[config.mk]
export PLATFORM = sky130hd
export DESIGN_NAME = id_ex_stage_flat
export DESIGN_NICKNAME = d
export VERILOG_FILES = /design/src/rtl/id_ex_stage_if.sv /design/src/rtl/id_ex_stage.sv /design/src/flat_wrapper.sv
export SDC_FILE = /design/constraint.sdc
export NUM_CORES = 1
export LEC_CHECK = 0
export ABC_AREA = 1
export CORE_MARGIN = 2
export CORE_UTILIZATION = 25
export CTS_BUF_LIST = sky130_fd_sc_hd__clkbuf_16
export CTS_CLUSTER_SIZE = 10
export DETAILED_ROUTE_END_ITERATION = 10
export GPL_TIMING_DRIVEN = 0
export PLACE_DENSITY = 0.57
export SYNTH_ARGS = -nofsm -noshare
export SYNTH_HDL_FRONTEND = slang
export SYNTH_SLANG_ARGS = --single-unit
[constraint.sdc]
create_clock -name CLK -period 4.4 [get_ports CLK]
set_input_delay 0.88 -clock CLK [delete_from_list [all_inputs] [get_ports CLK]]
set_output_delay 0.88 -clock CLK [all_outputs]
set_load 0.1 [all_outputs]
[src/rtl/id_ex_stage_if.sv]
// id_ex_stage_if: ID-side inputs and EX-side registered outputs of the ID/EX stage
// Signals:
//   en, flush          pipeline advance and branch/jump kill
//   id_*               decoded instruction presented by ID
//   ex_*               registered instruction seen by EX and the forwarding unit
//   lu_stall           combinational load-use stall request to IF/ID and PC
//   bubble_cnt         saturating count of load-use bubbles since reset
interface id_ex_stage_if #(
    parameter int DW = 32,
    parameter int RW = 5,
    parameter int CW = 32
);
    logic          en, flush, id_valid, id_uses_rt;
    logic [RW-1:0] id_rs, id_rt, id_wsel;
    logic [DW-1:0] id_rdat1, id_rdat2, id_imm, id_npc;
    logic [3:0]    id_aluop;
    logic          id_regwen, id_dren, id_dwen, id_halt;
    logic          ex_valid;
    logic [RW-1:0] ex_rs, ex_rt, ex_wsel;
    logic [DW-1:0] ex_rdat1, ex_rdat2, ex_imm, ex_npc;
    logic [3:0]    ex_aluop;
    logic          ex_regwen, ex_dren, ex_dwen, ex_halt;
    logic          lu_stall;
    logic [CW-1:0] bubble_cnt;
    modport master (
        output en, flush, id_valid, id_uses_rt, id_rs, id_rt, id_wsel,
               id_rdat1, id_rdat2, id_imm, id_npc, id_aluop,
               id_regwen, id_dren, id_dwen, id_halt,
        input  ex_valid, ex_rs, ex_rt, ex_wsel, ex_rdat1, ex_rdat2, ex_imm, ex_npc,
               ex_aluop, ex_regwen, ex_dren, ex_dwen, ex_halt, lu_stall, bubble_cnt
    );
    modport slave (
        input  en, flush, id_valid, id_uses_rt, id_rs, id_rt, id_wsel,
               id_rdat1, id_rdat2, id_imm, id_npc, id_aluop,
               id_regwen, id_dren, id_dwen, id_halt,
        output ex_valid, ex_rs, ex_rt, ex_wsel, ex_rdat1, ex_rdat2, ex_imm, ex_npc,
               ex_aluop, ex_regwen, ex_dren, ex_dwen, ex_halt, lu_stall, bubble_cnt
    );
endinterface

[src/rtl/id_ex_stage.sv]
// id_ex_stage: ID/EX pipeline register with load-use hazard bubble insertion
// Ports:
//   CLK   clock, all state updates on the rising edge
//   nRST  synchronous active-low reset, overrides every other input
//   bus   id_ex_stage_if slave: ID fields in, EX fields / lu_stall / bubble_cnt out
module id_ex_stage #(
    parameter int DW = 32,
    parameter int RW = 5,
    parameter int CW = 32
) (
    input logic          CLK,
    input logic          nRST,
    id_ex_stage_if.slave bus
);
    typedef struct packed {
        logic          valid;
        logic [RW-1:0] rs, rt, wsel;
        logic [DW-1:0] rdat1, rdat2, imm, npc;
        logic [3:0]    aluop;
        logic          regwen, dren, dwen, halt;
    } ex_t;
    ex_t           ex_q, ex_d, cap;
    logic [CW-1:0] cnt_q, cnt_d;
    logic          hz;
    // Load in EX whose nonzero destination is read by the real instruction in ID.
    assign hz = ex_q.valid & ex_q.dren & (ex_q.wsel != '0) & bus.id_valid &
                ((ex_q.wsel == bus.id_rs) | (bus.id_uses_rt & (ex_q.wsel == bus.id_rt)));
    assign bus.lu_stall = hz & ~bus.flush;
    always_comb begin
        // Control bits of a non-valid ID slot are squashed; data passes through as presented.
        cap = '{valid: bus.id_valid, rs: bus.id_rs, rt: bus.id_rt, wsel: bus.id_wsel,
                rdat1: bus.id_rdat1, rdat2: bus.id_rdat2, imm: bus.id_imm, npc: bus.id_npc,
                aluop: bus.id_aluop, regwen: bus.id_regwen & bus.id_valid,
                dren: bus.id_dren & bus.id_valid, dwen: bus.id_dwen & bus.id_valid,
                halt: bus.id_halt & bus.id_valid};
        ex_d = ex_q;
        cnt_d = cnt_q;
        if (bus.en) begin
            ex_d = (bus.flush | hz) ? '0 : cap;
            // A flush already kills the slot, so it is not counted as a load-use bubble.
            cnt_d = (bus.lu_stall & ~&cnt_q) ? cnt_q + CW'(1) : cnt_q;
        end
    end
    always_ff @(posedge CLK) begin
        if (!nRST) begin
            ex_q  <= '0;
            cnt_q <= '0;
        end else begin
            ex_q  <= ex_d;
            cnt_q <= cnt_d;
        end
    end
    assign bus.ex_valid   = ex_q.valid;
    assign bus.ex_rs      = ex_q.rs;
    assign bus.ex_rt      = ex_q.rt;
    assign bus.ex_wsel    = ex_q.wsel;
    assign bus.ex_rdat1   = ex_q.rdat1;
    assign bus.ex_rdat2   = ex_q.rdat2;
    assign bus.ex_imm     = ex_q.imm;
    assign bus.ex_npc     = ex_q.npc;
    assign bus.ex_aluop   = ex_q.aluop;
    assign bus.ex_regwen  = ex_q.regwen;
    assign bus.ex_dren    = ex_q.dren;
    assign bus.ex_dwen    = ex_q.dwen;
    assign bus.ex_halt    = ex_q.halt;
    assign bus.bubble_cnt = cnt_q;
endmodule

[src/flat_wrapper.sv]
// flat-port wrapper written by rule: the top's interface ports become plain ports
module id_ex_stage_flat 
#(
    parameter int DW = 32,
    parameter int RW = 5,
    parameter int CW = 32
)
  (CLK, nRST, bus_en, bus_flush, bus_id_valid, bus_id_uses_rt, bus_id_rs, bus_id_rt, bus_id_wsel, bus_id_rdat1, bus_id_rdat2, bus_id_imm, bus_id_npc, bus_id_aluop, bus_id_regwen, bus_id_dren, bus_id_dwen, bus_id_halt, bus_ex_valid, bus_ex_rs, bus_ex_rt, bus_ex_wsel, bus_ex_rdat1, bus_ex_rdat2, bus_ex_imm, bus_ex_npc, bus_ex_aluop, bus_ex_regwen, bus_ex_dren, bus_ex_dwen, bus_ex_halt, bus_lu_stall, bus_bubble_cnt);
  id_ex_stage_if #(.DW(DW), .RW(RW), .CW(CW)) bus_i ();
  input logic CLK;
  input logic nRST;
  input wire logic [$bits(bus_i.en)-1:0] bus_en;
  input wire logic [$bits(bus_i.flush)-1:0] bus_flush;
  input wire logic [$bits(bus_i.id_valid)-1:0] bus_id_valid;
  input wire logic [$bits(bus_i.id_uses_rt)-1:0] bus_id_uses_rt;
  input wire logic [$bits(bus_i.id_rs)-1:0] bus_id_rs;
  input wire logic [$bits(bus_i.id_rt)-1:0] bus_id_rt;
  input wire logic [$bits(bus_i.id_wsel)-1:0] bus_id_wsel;
  input wire logic [$bits(bus_i.id_rdat1)-1:0] bus_id_rdat1;
  input wire logic [$bits(bus_i.id_rdat2)-1:0] bus_id_rdat2;
  input wire logic [$bits(bus_i.id_imm)-1:0] bus_id_imm;
  input wire logic [$bits(bus_i.id_npc)-1:0] bus_id_npc;
  input wire logic [$bits(bus_i.id_aluop)-1:0] bus_id_aluop;
  input wire logic [$bits(bus_i.id_regwen)-1:0] bus_id_regwen;
  input wire logic [$bits(bus_i.id_dren)-1:0] bus_id_dren;
  input wire logic [$bits(bus_i.id_dwen)-1:0] bus_id_dwen;
  input wire logic [$bits(bus_i.id_halt)-1:0] bus_id_halt;
  output wire logic [$bits(bus_i.ex_valid)-1:0] bus_ex_valid;
  output wire logic [$bits(bus_i.ex_rs)-1:0] bus_ex_rs;
  output wire logic [$bits(bus_i.ex_rt)-1:0] bus_ex_rt;
  output wire logic [$bits(bus_i.ex_wsel)-1:0] bus_ex_wsel;
  output wire logic [$bits(bus_i.ex_rdat1)-1:0] bus_ex_rdat1;
  output wire logic [$bits(bus_i.ex_rdat2)-1:0] bus_ex_rdat2;
  output wire logic [$bits(bus_i.ex_imm)-1:0] bus_ex_imm;
  output wire logic [$bits(bus_i.ex_npc)-1:0] bus_ex_npc;
  output wire logic [$bits(bus_i.ex_aluop)-1:0] bus_ex_aluop;
  output wire logic [$bits(bus_i.ex_regwen)-1:0] bus_ex_regwen;
  output wire logic [$bits(bus_i.ex_dren)-1:0] bus_ex_dren;
  output wire logic [$bits(bus_i.ex_dwen)-1:0] bus_ex_dwen;
  output wire logic [$bits(bus_i.ex_halt)-1:0] bus_ex_halt;
  output wire logic [$bits(bus_i.lu_stall)-1:0] bus_lu_stall;
  output wire logic [$bits(bus_i.bubble_cnt)-1:0] bus_bubble_cnt;
  assign bus_i.en = bus_en;
  assign bus_i.flush = bus_flush;
  assign bus_i.id_valid = bus_id_valid;
  assign bus_i.id_uses_rt = bus_id_uses_rt;
  assign bus_i.id_rs = bus_id_rs;
  assign bus_i.id_rt = bus_id_rt;
  assign bus_i.id_wsel = bus_id_wsel;
  assign bus_i.id_rdat1 = bus_id_rdat1;
  assign bus_i.id_rdat2 = bus_id_rdat2;
  assign bus_i.id_imm = bus_id_imm;
  assign bus_i.id_npc = bus_id_npc;
  assign bus_i.id_aluop = bus_id_aluop;
  assign bus_i.id_regwen = bus_id_regwen;
  assign bus_i.id_dren = bus_id_dren;
  assign bus_i.id_dwen = bus_id_dwen;
  assign bus_i.id_halt = bus_id_halt;
  assign bus_ex_valid = bus_i.ex_valid;
  assign bus_ex_rs = bus_i.ex_rs;
  assign bus_ex_rt = bus_i.ex_rt;
  assign bus_ex_wsel = bus_i.ex_wsel;
  assign bus_ex_rdat1 = bus_i.ex_rdat1;
  assign bus_ex_rdat2 = bus_i.ex_rdat2;
  assign bus_ex_imm = bus_i.ex_imm;
  assign bus_ex_npc = bus_i.ex_npc;
  assign bus_ex_aluop = bus_i.ex_aluop;
  assign bus_ex_regwen = bus_i.ex_regwen;
  assign bus_ex_dren = bus_i.ex_dren;
  assign bus_ex_dwen = bus_i.ex_dwen;
  assign bus_ex_halt = bus_i.ex_halt;
  assign bus_lu_stall = bus_i.lu_stall;
  assign bus_bubble_cnt = bus_i.bubble_cnt;
  id_ex_stage #(.DW(DW), .RW(RW), .CW(CW)) u_core (.CLK(CLK), .nRST(nRST), .bus(bus_i));
endmodule
==> insert_results.sql <==
INSERT INTO impl_metrics (metric_group, metric, value, unit) VALUES
('synthesis', 'synthesis.nets', '1175', ''),
('power_and_ir_drop', 'p_leak', '0.00437', 'µW'),
('sta', 'fmax', '246', 'MHz'),
('power_and_ir_drop', 'power_density', '347', 'nW/µm²'),
('critical_path', 'rr_startpoint', 'u_core.bus.bubble_cnt[2]$_SDFFE_PN0P_', ''),
('clock_network', 'clk_pin_slew_worst_paths', '0.07', 'ns'),
('floorplanning', 'initial_core_utilization', '0.254', ''),
('clock_network', 'postCtsHoldBufs', '0', ''),
('outcome', 'outcome', 'finished clean', ''),
('global_routing', 'grt_first_pass_wirelength', '42300', 'µm'),
('global_routing', 'grt-ovfl-total', '0', ''),
('detailed_routing', 'antenna_violation_net_count_after_detailed_routing', '0', ''),
('critical_path', 'worst_path_largest_cell_delay', '1.13', 'ns'),
('critical_path', 'worst-endpoint-required', '3.52', 'ns'),
('critical_path', 'cp_cell_sequence', 'clkdlybuf4s50_1 -> nand3_1 -> o21bai_1 -> inv_1 -> nand3_4 -> inv_1 -> clkdlybuf4s50_1', ''),
('synthesis', 'synth.yosys.seq_area_share', '0.489', ''),
('power_and_ir_drop', 'vdd.ir_drop.worst', '0.231', 'mV'),
('sta', 'rsz0062_at_grt', 'false', ''),
('synthesis', 'syn_inst', '1017', ''),
('synthesis', 'postSynth.topFlopCell', 'sky130_fd_sc_hd__dfxtp_1', ''),
('global_routing', 'maximum_number_of_pins_on_one_net_before_global_route_repair', '20', ''),
('sta', 'timing.final.crit_period', '4.07', 'ns'),
('detailed_routing', 'drc', '0', ''),
('critical_path', 'crit_path_top_delay_cell', 'sky130_fd_sc_hd__clkdlybuf4s50_1', ''),
('hold_path', 'hold_path.class', 'register to register', ''),
('critical_path', 'timing.rr.end', 'u_core.bus.bubble_cnt[27]$_SDFFE_PN0P_', ''),
('placement', 'last_weighted_congestion_value_of_the_routability_driven_placer', '0.906', ''),
('global_routing', 'first_global_vias', '7726', ''),
('flow_run', 'maxCapViolations', '0', ''),
('synthesis', 'count_of_state_elements_after_synthesis', '184', ''),
('power_and_ir_drop', 'power.clock.fraction', '0.383', ''),
('synthesis', 'yosys_warnings', '0', ''),
('floorplanning', 'fp.dieArea', '31500', 'µm²'),
('clock_network', 'ctsResizeCount', '0', ''),
('detailed_routing', 'initialDrtViolationCount', '334', ''),
('power_and_ir_drop', 'p_int', '2800', 'µW'),
('power_and_ir_drop', 'p_comb_frac', '0.199', ''),
('detailed_routing', 'totalWireLength', '27800', 'µm'),
('cells_and_area', 'final_layout_size_suffix_gt1_frac', '0.0835', ''),
('critical_path', 'critical_path_class', 'primary input to output pin', ''),
('synthesis', 'post_synthesis_instance_area', '7530', 'µm²'),
('clock_network', 'cts.htree.levels', '4', ''),
('critical_path', 'timing.critical_path.to', 'bus_lu_stall', ''),
('power_and_ir_drop', 'power_switching', '1380', 'µW'),
('synthesis', 'synth_cell_type_count', '26', ''),
('power_and_ir_drop', 'post_layout_total_power', '4180', 'µW'),
('floorplanning', 'die_height', '178', 'µm'),
('floorplanning', 'floorplan.die.width', '178', 'µm'),
('clock_network', 'cts_made_buffers', '17', ''),
('global_routing', 'antenna_violations_before_repair', '1', ''),
('placement', 'portBuffers', '340', ''),
('floorplanning', 'ios', '342', ''),
('sta', 'report.final.setup_viol', '0', ''),
('critical_path', 'end_kind', 'output pin', ''),
('clock_network', 'cts_setup_buffers', '0', ''),
('clock_network', 'clk_root_buffer_cell', 'sky130_fd_sc_hd__clkbuf_16', ''),
('clock_network', 'cts.sink_count', '184', ''),
('critical_path', 'crit_arrival', '3.19', 'ns'),
('cells_and_area', 'nFillCells', '3159', ''),
('cells_and_area', 'layout.nets', '1534', ''),
('sta', 'worst-slew-pin-transition', '1.08', 'ns'),
('floorplanning', 'row_count', '63', ''),
('floorplanning', 'core_area', '29600', 'µm²'),
('sta', 'timing.final.max_slew_violations', '0', ''),
('critical_path', 'critical_path_peak_fanout', '6', ''),
('critical_path', 'setup.worst_path.start_class', 'primary input', ''),
('critical_path', 'reg2regPathDepth', '9', ''),
('power_and_ir_drop', 'net_switching_fraction_of_the_power', '0.330', ''),
('sta', 'timing.final.hold_violations', '0', ''),
('sta', 'min_period_over_period', '0.925', ''),
('sta', 'slew_headroom', '0.277', '');
-- cell usage in the layout (no fill, tap or decap), types with 8 or more instances in the layout --
master / synthesis / layout
sky130_fd_sc_hd__nor2_1: 62 / 62
sky130_fd_sc_hd__nand2_2: 14 / 14
sky130_fd_sc_hd__clkbuf_1: 36 / 36
sky130_fd_sc_hd__clkdlybuf4s50_1: 0 / 340
sky130_fd_sc_hd__nor2_2: 8 / 8
sky130_fd_sc_hd__a21oi_1: 153 / 153
sky130_fd_sc_hd__clkbuf_16: 0 / 17
sky130_fd_sc_hd__nand2_1: 385 / 385
sky130_fd_sc_hd__nand4_1: 9 / 9
sky130_fd_sc_hd__buf_6: 16 / 16
sky130_fd_sc_hd__dfxtp_1: 184 / 184
sky130_fd_sc_hd__a21oi_2: 30 / 30
sky130_fd_sc_hd__nand3_1: 46 / 46
sky130_fd_sc_hd__inv_1: 37 / 37
-- through the flow --
step                setup slack [ns]  std cells  area (µm²)   util
CTS                            0.325       1779       12000  0.406
global placement               0.338       1747       11400  0.385
floorplan                       1.31       1017        7530      -
detailed placement             0.327       1747       11400  0.385
global route                   0.154       1780       12000  0.406
finish                         0.328       1780       12000  0.406
-- final cells by class --
cell class | count | area (µm²) | share of cell area
multi-input cells | 731 | 3320 | 0.276
repair buffers | 340 | 3400 | 0.283
clock inverters | 15 | 184 | 0.0153
well taps | 390 | 488 | 0.0406
inverters | 42 | 158 | 0.0131
clock buffers | 17 | 425 | 0.0354
flip-flops and latches | 184 | 3680 | 0.306
plain buffers | 60 | 363 | 0.0302
diodes | 1 | 2.50 | 0.000208
-- Yosys cell counts (4+ instances only) --
library cell                 n  area share
sky130_fd_sc_hd__a21oi_1   153        0.10
sky130_fd_sc_hd__nor2_1     62       0.031
sky130_fd_sc_hd__a21oi_2    30       0.035
sky130_fd_sc_hd__nand2_2    14       0.012
sky130_fd_sc_hd__nand2_1   385        0.19
sky130_fd_sc_hd__dfxtp_1   184        0.49
sky130_fd_sc_hd__nor3_1      5      0.0033
sky130_fd_sc_hd__buf_6      16       0.024
sky130_fd_sc_hd__nand3_1    46       0.031
sky130_fd_sc_hd__inv_2       4      0.0020
sky130_fd_sc_hd__buf_2       5      0.0033
sky130_fd_sc_hd__nand4_1     9      0.0075
sky130_fd_sc_hd__nor2_2      8      0.0066
sky130_fd_sc_hd__inv_1      37       0.018
sky130_fd_sc_hd__clkbuf_1   36       0.018
sky130_fd_sc_hd__nand3b_1    5      0.0050
-- kinds of logic (layout without fill, tap and decap cells) --
logic type,Yosys count,in the layout,synth area share
fa+ha+maj,1,1,0.00166
buf+inv,102,474,0.0691
other cells,0,1,0
compound gates,184,184,0.138
simple gates,543,543,0.299
xor+xnor,3,3,0.00349
flops,184,184,0.489
-- worst max-delay path, delay by kind of cell --
family / cells / cell delay (ns)
buffers and inverters: 4 / 1.91
AO/OA/AOI/OAI: 1 / 0.16
AND/OR/NAND/NOR: 2 / 0.24
-- how the worst min path moves through the flow --
| stage | from | to | slack (ns) | cells past startpoint |
|---|---|---|---|---|
| CTS | u_core.bus.ex_halt$_SDFFE_PN0P_ | u_core.bus.ex_halt$_SDFFE_PN0P_ | 0.47 | 2 |
| floorplan | u_core.bus.ex_rs[4]$_SDFFE_PN0P_ | u_core.bus.ex_rs[4]$_SDFFE_PN0P_ | 0.91 | 2 |
| global placement | u_core.bus.ex_rdat1[25]$_SDFFE_PN0P_ | u_core.bus.ex_rdat1[25]$_SDFFE_PN0P_ | 0.45 | 2 |
| detailed placement | u_core.bus.ex_rdat1[25]$_SDFFE_PN0P_ | u_core.bus.ex_rdat1[25]$_SDFFE_PN0P_ | 0.46 | 2 |
| global route | u_core.bus.ex_rdat1[31]$_SDFFE_PN0P_ | u_core.bus.ex_rdat1[31]$_SDFFE_PN0P_ | 0.48 | 2 |
| finish | u_core.bus.ex_npc[6]$_SDFFE_PN0P_ | u_core.bus.ex_npc[6]$_SDFFE_PN0P_ | 0.46 | 2 |
-- sequential cells by signal, summed over array words and instances, names as in the netlist --
name	flops
u_core.bus.ex_imm	32
u_core.bus.ex_dwen	1
u_core.bus.ex_rdat2	32
u_core.bus.ex_halt	1
u_core.bus.ex_rt	5
u_core.bus.ex_dren	1
u_core.bus.ex_regwen	1
u_core.bus.ex_aluop	4
u_core.bus.ex_rdat1	32
u_core.bus.ex_npc	32
u_core.bus.ex_wsel	5
u_core.bus.bubble_cnt	32
u_core.bus.ex_rs	5
u_core.bus.ex_valid	1
-- metal layers --
layer / GRT usage / routed length (µm) / part of all wire / vias to the layer above
li1: - / - / - / 3992
met1: 0.204 / 11400 / 0.41 / 3573
met2: 0.292 / 13200 / 0.48 / 254
met3: 0.0737 / 2550 / 0.092 / 33
met4: 0.0523 / 544 / 0.020 / 0
met5: 0 / 0 / 0 / -
-- power groups by stage --
stage	clock, µW	combinational, µW	sequential (µW)
detailed placement	0	835	1780
floorplan	0	152	2160
finish	1600	830	1750
CTS	1660	837	1750
global route	1710	874	1750
global placement	0	835	1780
No activity file was read; power rests on OpenSTA's default activity.
